`src/rtl/pattern_fetch_pkg.sv`:
```
// Shared types and default widths for the pattern fetch controller.
package pattern_fetch_pkg;
  localparam int PF_ADDR_W = 20;
  localparam int PF_CNT_W  = 8;

  typedef enum logic [1:0] {IDLE, REQ, LOAD, HOLD} pf_state_t;
endpackage

```
`src/rtl/pattern_fetch_ctrl_pat_run_cnt.sv`:
```
// Pixel run down-counter with synchronous reload and a registered count==1 flag.
// A reload value of 0 runs for the full 2^CNT_W pixels.
module pat_run_cnt #(
  parameter int CNT_W = 8
) (
  input  logic             i_clk,
  input  logic             i_rst,
  input  logic             i_load,
  input  logic [CNT_W-1:0] i_load_val,
  input  logic             i_dec,
  output logic             o_last
);
  localparam logic [CNT_W-1:0] ONE = CNT_W'(1);
  localparam logic [CNT_W-1:0] TWO = CNT_W'(2);

  logic [CNT_W-1:0] r_count;
  logic             r_last;

  always_ff @(posedge i_clk) begin
    if (i_rst) begin
      r_count <= '0;
      r_last  <= 1'b0;
    end else if (i_load) begin
      r_count <= i_load_val;
      r_last  <= (i_load_val == ONE);
    end else if (i_dec) begin
      r_count <= r_count - ONE;
      r_last  <= (r_count == TWO);
    end
  end

  assign o_last = r_last;
endmodule

```
`src/rtl/pattern_fetch_ctrl.sv`:
```
// Pattern byte fetch sequencer: request/ack memory reads, one-cycle LDPATL strobe, pixel-run refetch.
// Optional PATFIX input (single fetch, no refetch) enabled by PATFETCH_FIXED_PATTERN_EN.
module pattern_fetch_ctrl
  import pattern_fetch_pkg::*;
#(
  parameter int ADDR_W = PF_ADDR_W,
  parameter int CNT_W  = PF_CNT_W
) (
  input  logic              CLK,
  input  logic              RESET,
  input  logic              START,
  input  logic              STOP,
  input  logic [ADDR_W-1:0] PATADDR,
  input  logic [CNT_W-1:0]  PATLEN,
  input  logic              PIXSTEP,
  output logic              MREQ,
  output logic [ADDR_W-1:0] MADDR,
  input  logic              MACK,
  output logic              LDPATL,
  output logic              PATVALID,
  output logic              BUSY
`ifdef PATFETCH_FIXED_PATTERN_EN
  ,
  input  logic              PATFIX
`endif
);
  pf_state_t         r_state, w_next;
  logic [ADDR_W-1:0] r_addr;
  logic [CNT_W-1:0]  r_len;
  logic              r_mreq, r_ldpatl, r_patvalid, r_busy;
  logic              w_start, w_refetch, w_dec, w_last, w_fix;

`ifdef PATFETCH_FIXED_PATTERN_EN
  logic r_fix;
  always_ff @(posedge CLK) begin
    if (RESET)        r_fix <= 1'b0;
    else if (w_start) r_fix <= PATFIX;
  end
  assign w_fix = r_fix;
`else
  assign w_fix = 1'b0;
`endif

  always_ff @(posedge CLK) begin
    if (RESET) r_state <= IDLE;
    else       r_state <= w_next;
  end

  // STOP outranks MACK, PIXSTEP and START in every non-idle state.
  always_comb begin
    w_next    = r_state;
    w_start   = 1'b0;
    w_refetch = 1'b0;
    w_dec     = 1'b0;
    case (r_state)
      IDLE: begin
        if (START && !STOP) begin
          w_next  = REQ;
          w_start = 1'b1;
        end
      end
      REQ: begin
        if (STOP)      w_next = IDLE;
        else if (MACK) w_next = LOAD;
      end
      LOAD: begin
        if (STOP) w_next = IDLE;
        else      w_next = HOLD;
      end
      HOLD: begin
        if (STOP) begin
          w_next = IDLE;
        end else if (PIXSTEP && !w_fix) begin
          if (w_last) begin
            w_next    = REQ;
            w_refetch = 1'b1;
          end else begin
            w_dec = 1'b1;
          end
        end
      end
      default: w_next = IDLE;
    endcase
  end

  always_ff @(posedge CLK) begin
    if (RESET) begin
      r_addr     <= '0;
      r_len      <= '0;
      r_mreq     <= 1'b0;
      r_ldpatl   <= 1'b1;
      r_patvalid <= 1'b0;
      r_busy     <= 1'b0;
    end else begin
      if (w_start) begin
        r_addr <= PATADDR;
        r_len  <= PATLEN;
      end else if (w_refetch) begin
        r_addr <= r_addr + ADDR_W'(1);
      end
      r_mreq     <= (w_next == REQ);
      r_ldpatl   <= (w_next != LOAD);
      r_patvalid <= (w_next == HOLD);
      r_busy     <= (w_next != IDLE);
    end
  end

  pat_run_cnt #(.CNT_W(CNT_W)) u_run_cnt (
    .i_clk      (CLK),
    .i_rst      (RESET),
    .i_load     (w_start || w_refetch),
    .i_load_val (w_start ? PATLEN : r_len),
    .i_dec      (w_dec),
    .o_last     (w_last)
  );

  assign MREQ     = r_mreq;
  assign MADDR    = r_addr;
  assign LDPATL   = r_ldpatl;
  assign PATVALID = r_patvalid;
  assign BUSY     = r_busy;
endmodule

```
`config.mk`:
```
export PLATFORM = sky130hd
export DESIGN_NAME = pattern_fetch_ctrl
export DESIGN_NICKNAME = d
export VERILOG_FILES = /design/src/rtl/pattern_fetch_pkg.sv /design/src/rtl/pattern_fetch_ctrl_pat_run_cnt.sv /design/src/rtl/pattern_fetch_ctrl.sv
export SDC_FILE = /design/constraint.sdc
export NUM_CORES = 1
export LEC_CHECK = 0
export ABC_AREA = 1
export CAP_MARGIN = 20
export CORE_UTILIZATION = 45
export DETAILED_ROUTE_END_ITERATION = 7
export GPL_ROUTABILITY_DRIVEN = 0
export PLACE_DENSITY = 0.79
export SETUP_SLACK_MARGIN = 0.4
export SLEW_MARGIN = 20
export SYNTH_ARGS = -nofsm -noshare
export SYNTH_HDL_FRONTEND = slang
export SYNTH_SLANG_ARGS = --single-unit
```
`constraint.sdc`:
```
create_clock -name CLK -period 1.5 [get_ports CLK]
set_input_delay 0.15 -clock CLK [delete_from_list [all_inputs] [get_ports CLK]]
set_output_delay 0.15 -clock CLK [all_outputs]
set_load 0.01 [all_outputs]
```
==> metrics.md, run 1 <==
| Metric | Value |
|---|---|
| Die Wd | `76.7 um` |
| Post-synth top area share | `0.343` |
| Max Freq | `680 MHz` |
| CP peak stage delay | `between 0.3 and 0.4 ns` |
| Post-synth top area cell | `dfxtp_1` |
| CTS Sinks | `43` |
| Height of the chip | `76.7 um` |
| Number of diodes | `0` |
| Clock-pin slew on the worst setup and hold paths | `around 0.09 ns` |
| Skew-Pair Late Insertion Delay | `0.31 ns` |
| Via count | `3122` |
| Distinct cells, synth | `32` |
| DR WL/cell | `15.6 um` |
| Synth Instances | `approximately 390` |
| TritonRoute pass-1 iters | `5` |
| Ys async rst share | `0` |
| Initial core utilization | `0.480` |
| DIE AREA | `between 5000 and 6000 um^2` |
| Final max-slew violation count | `0` |
| Arrival time at the worst endpoint | `1.65 ns` |
| Minimum clock period after layout | `1.47 ns` |
| EDFF count, synth | `0` |
| CP Capture Type | `register` |
| Tcrit/Tclk final | `0.980` |
| Final setup violation count | `0` |
| Clk root buf | `clkbuf_8` |
| Setup TNS | `0 ns` |
| Global route overflow | `0` |
| Share of the yosys chip area belonging to registers | `0.343` |
| WP buf/inv | `2` |
| Fill count | `338` |
| Final ANT Viol Nets | `0` |
| Critical path data required time | `~1.7 ns` |
| IO buf count | `57` |
| Final Skew | `around 0.012 ns` |
| Core Region | `5240 um^2` |
| Hold buffers post-CTS | `0` |
| Most frequent cells in the layout | `nand2_1 (89), inv_1 (44), buf_4 (33)` |
| Netlist Area Pre-Place | `2510 um^2` |
| Layout area overhead | `61.1%` |
| CP max-delay cell | `dfxtp_4` |
| Vias in the first global route | `2885` |
| Worst slew margin | `0.683` |
| Vias/cell | `5.59` |
| Initial drt markers | `343` |
| Max VDD drop | `0.000484 V` |
| P_leak | `0.00182 uW` |
| Most common cell after layout, fill and taps aside | `nand2_1` |
| Post-synth net total | `424` |
| Site Rows | `26` |
| Hold Fails Final Rpt | `0` |
| Worst setup margin | `0.0293 ns` |
| Max-Cap Viols | `0` |
| Crit-path max FO | `5` |
| Slew @ Worst Pin | `0.476 ns` |
| Setup WS pre-CTS | `-0.214 ns` |
| Drt drc | `0` |
| Total Power | `3160 uW` |
| Pwr per Cell Area | `782 nW/um^2` |
| RSZ-0062 raised after global routing | `yes` |
| H-tree levels | `2` |
| Status | `finished, final reports clean` |
| TritonCTS clock tree | `yes` |
| Global-route wire length before repair | `~13000 um` |
| Pin count of the biggest net entering global routing | `27` |
| GRT Total Usage | `0.266` |
| Initial antenna violation count | `0` |
| Layout cells sized above 1 | `0.348` |
| CP Launch Type | `register` |
| Avg Inst Size Synth | `6.49 um^2` |
| CP cell instances | `nand2_2 > nor2_4 > nand2_4 > nand2_8 > buf_12 > buf_4 > o21ai_0 > a31oi_1` |
| CP top delay family | `flip-flops` |
| Routed WL | `between 8000 and 9000 um` |
| Hold WC Path Type | `primary input to register` |
| CTS buffer count | `5` |
| Most common flop cell mapped by yosys | `dfxtp_1` |
| HPWL after DPL | `~5000 um` |
| IO Pins | `58` |
| Synth Register Bits | `43` |
| Synth area leaders | `dfxtp_1 (34%), nand2_1 (16%), inv_1 (7.2%)` |
| Post-layout util | `0.773` |
| YS warnings | `0` |
| Nets | `524` |
| Max clock buf depth | `2` |
| Setup CP Type | `register to register` |
-- layout make-up --
type	instances	area, um^2	share of cell area
clock buffers	5	68.8	0.0170
clock inverters	3	66.3	0.0164
inverters	52	220	0.0544
multi-input cells	279	1680	0.414
flip-flops and latches	43	926	0.229
well taps	70	87.6	0.0216
repair buffers	104	985	0.243
repair inverters	2	17.5	0.00433
-- layer usage --
metal | share of wire | vias to the layer above | global-route usage
met1 | 0.37 | 1413 | 0.304
met3 | 0.075 | 57 | 0.0476
met2 | 0.51 | 198 | 0.474
met5 | 0 | - | 0
met4 | 0.047 | 0 | 0.125
li1 | - | 1454 | -
-- flip-flops by register name (all words and copies together), names as in the netlist --
register	flops
BUSY	1
u_run_cnt.r_count	8
u_run_cnt.o_last	1
MREQ	1
r_state	2
r_len	8
MADDR	20
PATVALID	1
LDPATL	1
-- kinds of logic after synthesis --
kind of cell | count (synthesis) | share of synthesized area
buffers and inverters | 66 | 0.113
xor gates and xnor gates | 5 | 0.0174
adders and majority gates | 3 | 0.0149
DFF | 43 | 0.343
and+or+nand+nor | 198 | 0.348
AOI/OAI and AO/OA | 72 | 0.164
-- power breakdown --
group          switching (uW)  leakage, uW  internal, uW
Clock                     429    0.0000687           666
Combinational             419      0.00138           390
Sequential               64.6     0.000366          1200
Total                     912      0.00182          2250
-- synth_stat cells (5+ instances only) --
cell type / count
o21ai_1: 9
inv_1: 48
nand3b_1: 8
a31oi_1: 6
buf_2: 5
nand2_2: 6
nand2_1: 107
a21oi_1: 25
nand3_1: 29
nor2_1: 35
nand4_1: 5
dfxtp_1: 43
o21ai_0: 17
-- stage by stage --
stage          hold WS [ns]  std cells  area, um^2
6_report              0.455        558        4050
5_1_grt               0.465        558        4050
4_1_cts               0.431        550        3790
3_5_place_dp          0.463        527        3440
3_3_place_gp          0.451        527        3440
2_1_floorplan         0.301        387        2630
-- tightest hold or removal path, cell delays in order --
cell	delay (ns)
clkdlybuf4s50_1	0.41
nand2_1	0.08
a31oi_1	0.08
-- what timing repair did --
action	CTS	global route
pin swaps	16	21
resized for setup	90	78
buffers inserted	14	5
endpoints found under the hold margin	0	0
setup endpoints to repair	61	61
cloned	1	3
-- final timing paths --
check	end	start	cells after the start	slack, ns
min reg2reg	u_run_cnt.r_count[2]	u_run_cnt.r_count[2]	2	0.47
max reg2reg	MADDR[1]	r_state[1]	8	0.03
min	MADDR[8]	PATADDR[8]	3	0.46
max	MADDR[1]	r_state[1]	8	0.03
Power figures use the tool's default switching activity.
==> inputs of run 2 (changes only) <==
--- a/config.mk
+++ b/config.mk
@@ -8,8 +8,10 @@
 export ABC_AREA = 1
 export CAP_MARGIN = 20
 export CORE_UTILIZATION = 45
+export CTS_CLUSTER_SIZE = 8
 export DETAILED_ROUTE_END_ITERATION = 7
 export GPL_ROUTABILITY_DRIVEN = 0
+export HOLD_SLACK_MARGIN = 0.08
 export PLACE_DENSITY = 0.79
 export SETUP_SLACK_MARGIN = 0.4
 export SLEW_MARGIN = 20
==> results of run 2 <==
Same layout as run 1: the final DEF is identical, and so are final timing and power.
==> inputs of run 3 (changes only) <==
--- a/config.mk
+++ b/config.mk
@@ -12,6 +12,7 @@
 export DETAILED_ROUTE_END_ITERATION = 7
 export GPL_ROUTABILITY_DRIVEN = 0
 export HOLD_SLACK_MARGIN = 0.08
+export MAX_ROUTING_LAYER = met4
 export PLACE_DENSITY = 0.79
 export SETUP_SLACK_MARGIN = 0.4
 export SLEW_MARGIN = 20
==> metrics.md, run 3 (same netlist as run 1, synthesis figures left out) <==
| Metric | Value |
|---|---|
| Hold Fails Final Rpt | `0 (unchanged)` |
| Minimum clock period after layout | `1.42 ns (was 1.47 ns)` |
| Busiest layer in global routing | `met2 (unchanged)` |
| Most frequent cells in the layout | `nand2_1 (91), inv_1 (42), buf_4 (35) (was nand2_1 (89), inv_1 (44), buf_4 (33))` |
| Post-Layout Cell Count | `561 (was 558)` |
| Status | `finished, final reports clean (unchanged)` |
| TritonCTS clock tree | `yes (unchanged)` |
| R2R Path Start | `r_state[1] (unchanged)` |
| Global-route wire length before repair | `12700 um (about the same)` |
| DR WL/cell | `15.6 um (about the same)` |
| Net Sw Power | `930 uW (was 912 uW)` |
| H-tree levels | `2 (unchanged)` |
| Power share of the clock group | `0.343 (was 0.346)` |
| Layout area overhead | `62.3% (was 61.1%)` |
| Core Region | `5240 um^2 (unchanged)` |
| Final Skew | `0.00569 ns (was 0.0120 ns)` |
| Total Power | `3190 uW (was 3160 uW)` |
| Max clock buf depth | `2 (unchanged)` |
| Max VDD drop | `0.000507 V (was 0.000484 V)` |
| Nets | `527 (was 524)` |
| Slew @ Worst Pin | `0.440 ns (was 0.476 ns)` |
| Site Rows | `26 (unchanged)` |
| Via count | `3151 (was 3122)` |
| GRT Total Usage | `0.273 (was 0.266)` |
| Min-delay src | `PATADDR[1] (was PATADDR[8])` |
| Hold WC Path Type | `primary input to register (unchanged)` |
| Number of diodes | `0 (unchanged)` |
| Cell Int Power | `2260 uW (was 2250 uW)` |
| Initial core utilization | `0.480 (unchanged)` |
| Setup CP Type | `register to register (unchanged)` |
| Dpl cells | `527 (unchanged)` |
| DIE AREA | `5890 um^2 (unchanged)` |
| M2 GR Usage | `0.473 (was 0.474)` |
| Max reg flops | `20 (unchanged)` |
| P_leak | `0.00183 uW (was 0.00182 uW)` |
| Clock-pin slew on the worst setup and hold paths | `0.08 ns (was 0.09 ns)` |
| Tcrit/Tclk final | `0.948 (was 0.980)` |
| Crit-path max FO | `5 (unchanged)` |
| Initial antenna violation count | `0 (unchanged)` |
| Clk root buf | `clkbuf_8 (unchanged)` |
| Max-Cap Viols | `0 (unchanged)` |
| Arrival time at the worst endpoint | `1.65 ns (about the same)` |
| Critical path data required time | `1.73 ns (was 1.68 ns)` |
| Combinational fraction of design power | `0.262 (was 0.255)` |
| Max Freq | `703 MHz (was 680 MHz)` |
| Vias in the first global route | `2879 (was 2885)` |
| Final max-slew violation count | `0 (unchanged)` |
| Pin count of the biggest net entering global routing | `27 (unchanged)` |
| HPWL after DPL | `5040 um (unchanged)` |
| Final setup violation count | `0 (unchanged)` |
| Fill count | `336 (was 338)` |
| TritonRoute pass-1 iters | `6 (was 5)` |
| RSZ-0062 raised after global routing | `yes (unchanged)` |
| IO buf count | `57 (unchanged)` |
| Initial drt markers | `368 (was 343)` |
| Vias/cell | `5.62 (was 5.59)` |
| Most common cell after layout, fill and taps aside | `nand2_1 (unchanged)` |
| Skew-Pair Late Insertion Delay | `0.30 ns (was 0.31 ns)` |
| CTS Sinks | `43 (unchanged)` |
| Height of the chip | `76.7 um (unchanged)` |
| Sw Ratio | `0.291 (was 0.288)` |
| Worst slew margin | `0.706 (was 0.683)` |
| Hold buffers post-CTS | `0 (unchanged)` |
| CP Capture Type | `register (unchanged)` |
| Die Wd | `76.7 um (unchanged)` |
| Grt met3 use | `0.0476 (unchanged)` |
| Routed WL | `8750 um (was 8710 um)` |
| Global route overflow | `0 (unchanged)` |
| Seq pwr share | `0.395 (was 0.399)` |
| IO Pins | `58 (unchanged)` |
| Drt drc | `0 (unchanged)` |
| CP Launch Type | `register (unchanged)` |
| Worst Setup SP | `r_state[1] (unchanged)` |
| Met1 usage | `0.305 (was 0.304)` |
| CTS buffer count | `5 (unchanged)` |
| Final ANT Viol Nets | `0 (unchanged)` |
| Layout cells sized above 1 | `0.352 (was 0.348)` |
| Pwr per Cell Area | `783 nW/um^2 (was 782 nW/um^2)` |
==> run 3: power by group through the flow <==
stage          combinational [uW]  sequential (uW)  clock (uW)
2_1_floorplan                 367             1290           0
3_3_place_gp                  648             1290           0
3_5_place_dp                  664             1290           0
4_1_cts                       699             1260        1100
5_1_grt                       903             1270        1150
6_report                      837             1260        1100
==> run 3: critical path: stages (launching register included) <==
cell and delay (ns):
dfxtp_4 0.37, nor2_4 0.18, buf_6 0.14, nand3b_1 0.12, nand2_1 0.13, nand2_1 0.07
nor2_1 0.13, nand3_1 0.09, a21oi_1 0.13
==> run 3: what timing repair did <==
item,CTS,global route
buffers inserted,14,8
pin swaps,16,21
setup endpoints to repair,61,61
resized for setup,90,83
gates cloned,1,3
==> run 3: final timing paths <==
kind	endpoint	slack, ns	cells after the start
setup / recovery	u_run_cnt.o_last	0.08	8
hold / removal	MADDR[1]	0.46	3
setup reg to reg	u_run_cnt.o_last	0.08	8
hold reg to reg	u_run_cnt.r_count[5]	0.48	2
==> run 3: layout make-up <==
| class | count | area (um^2) | area share |
|---|---|---|---|
| Timing Repair Buffer | 107 | 1000 | 0.246 |
| Inverter | 52 | 218 | 0.0534 |
| Clock buffer | 5 | 68.8 | 0.0169 |
| Multi-Input combinational cell | 279 | 1680 | 0.413 |
| Clock inverter | 3 | 66.3 | 0.0163 |
| Sequential cell | 43 | 931 | 0.228 |
| Timing Repair inverter | 2 | 17.5 | 0.00430 |
| Tap cell | 70 | 87.6 | 0.0215 |
==> run 3: per-stage QoR <==
stage / utilization / setup slack [ns] / setup TNS (ns) / cell area, um^2 / hold WS, ns
3_3_place_gp: 0.657 / -0.145 / -1.60 / 3440 / 0.451
4_1_cts: 0.723 / 0.148 / 0 / 3790 / 0.431
3_5_place_dp: 0.657 / -0.214 / -2.87 / 3440 / 0.463
5_1_grt: 0.778 / 0.0142 / 0 / 4080 / 0.447
6_report: 0.778 / 0.0785 / 0 / 4080 / 0.457
2_1_floorplan: - / 0.207 / 0 / 2630 / 0.301
==> run 3: routing by layer <==
layer / share of wire / routed length [um]
met1: 0.37 / 3230
met2: 0.51 / 4480
met3: 0.083 / 724
met4: 0.037 / 321
met5: 0 / 0
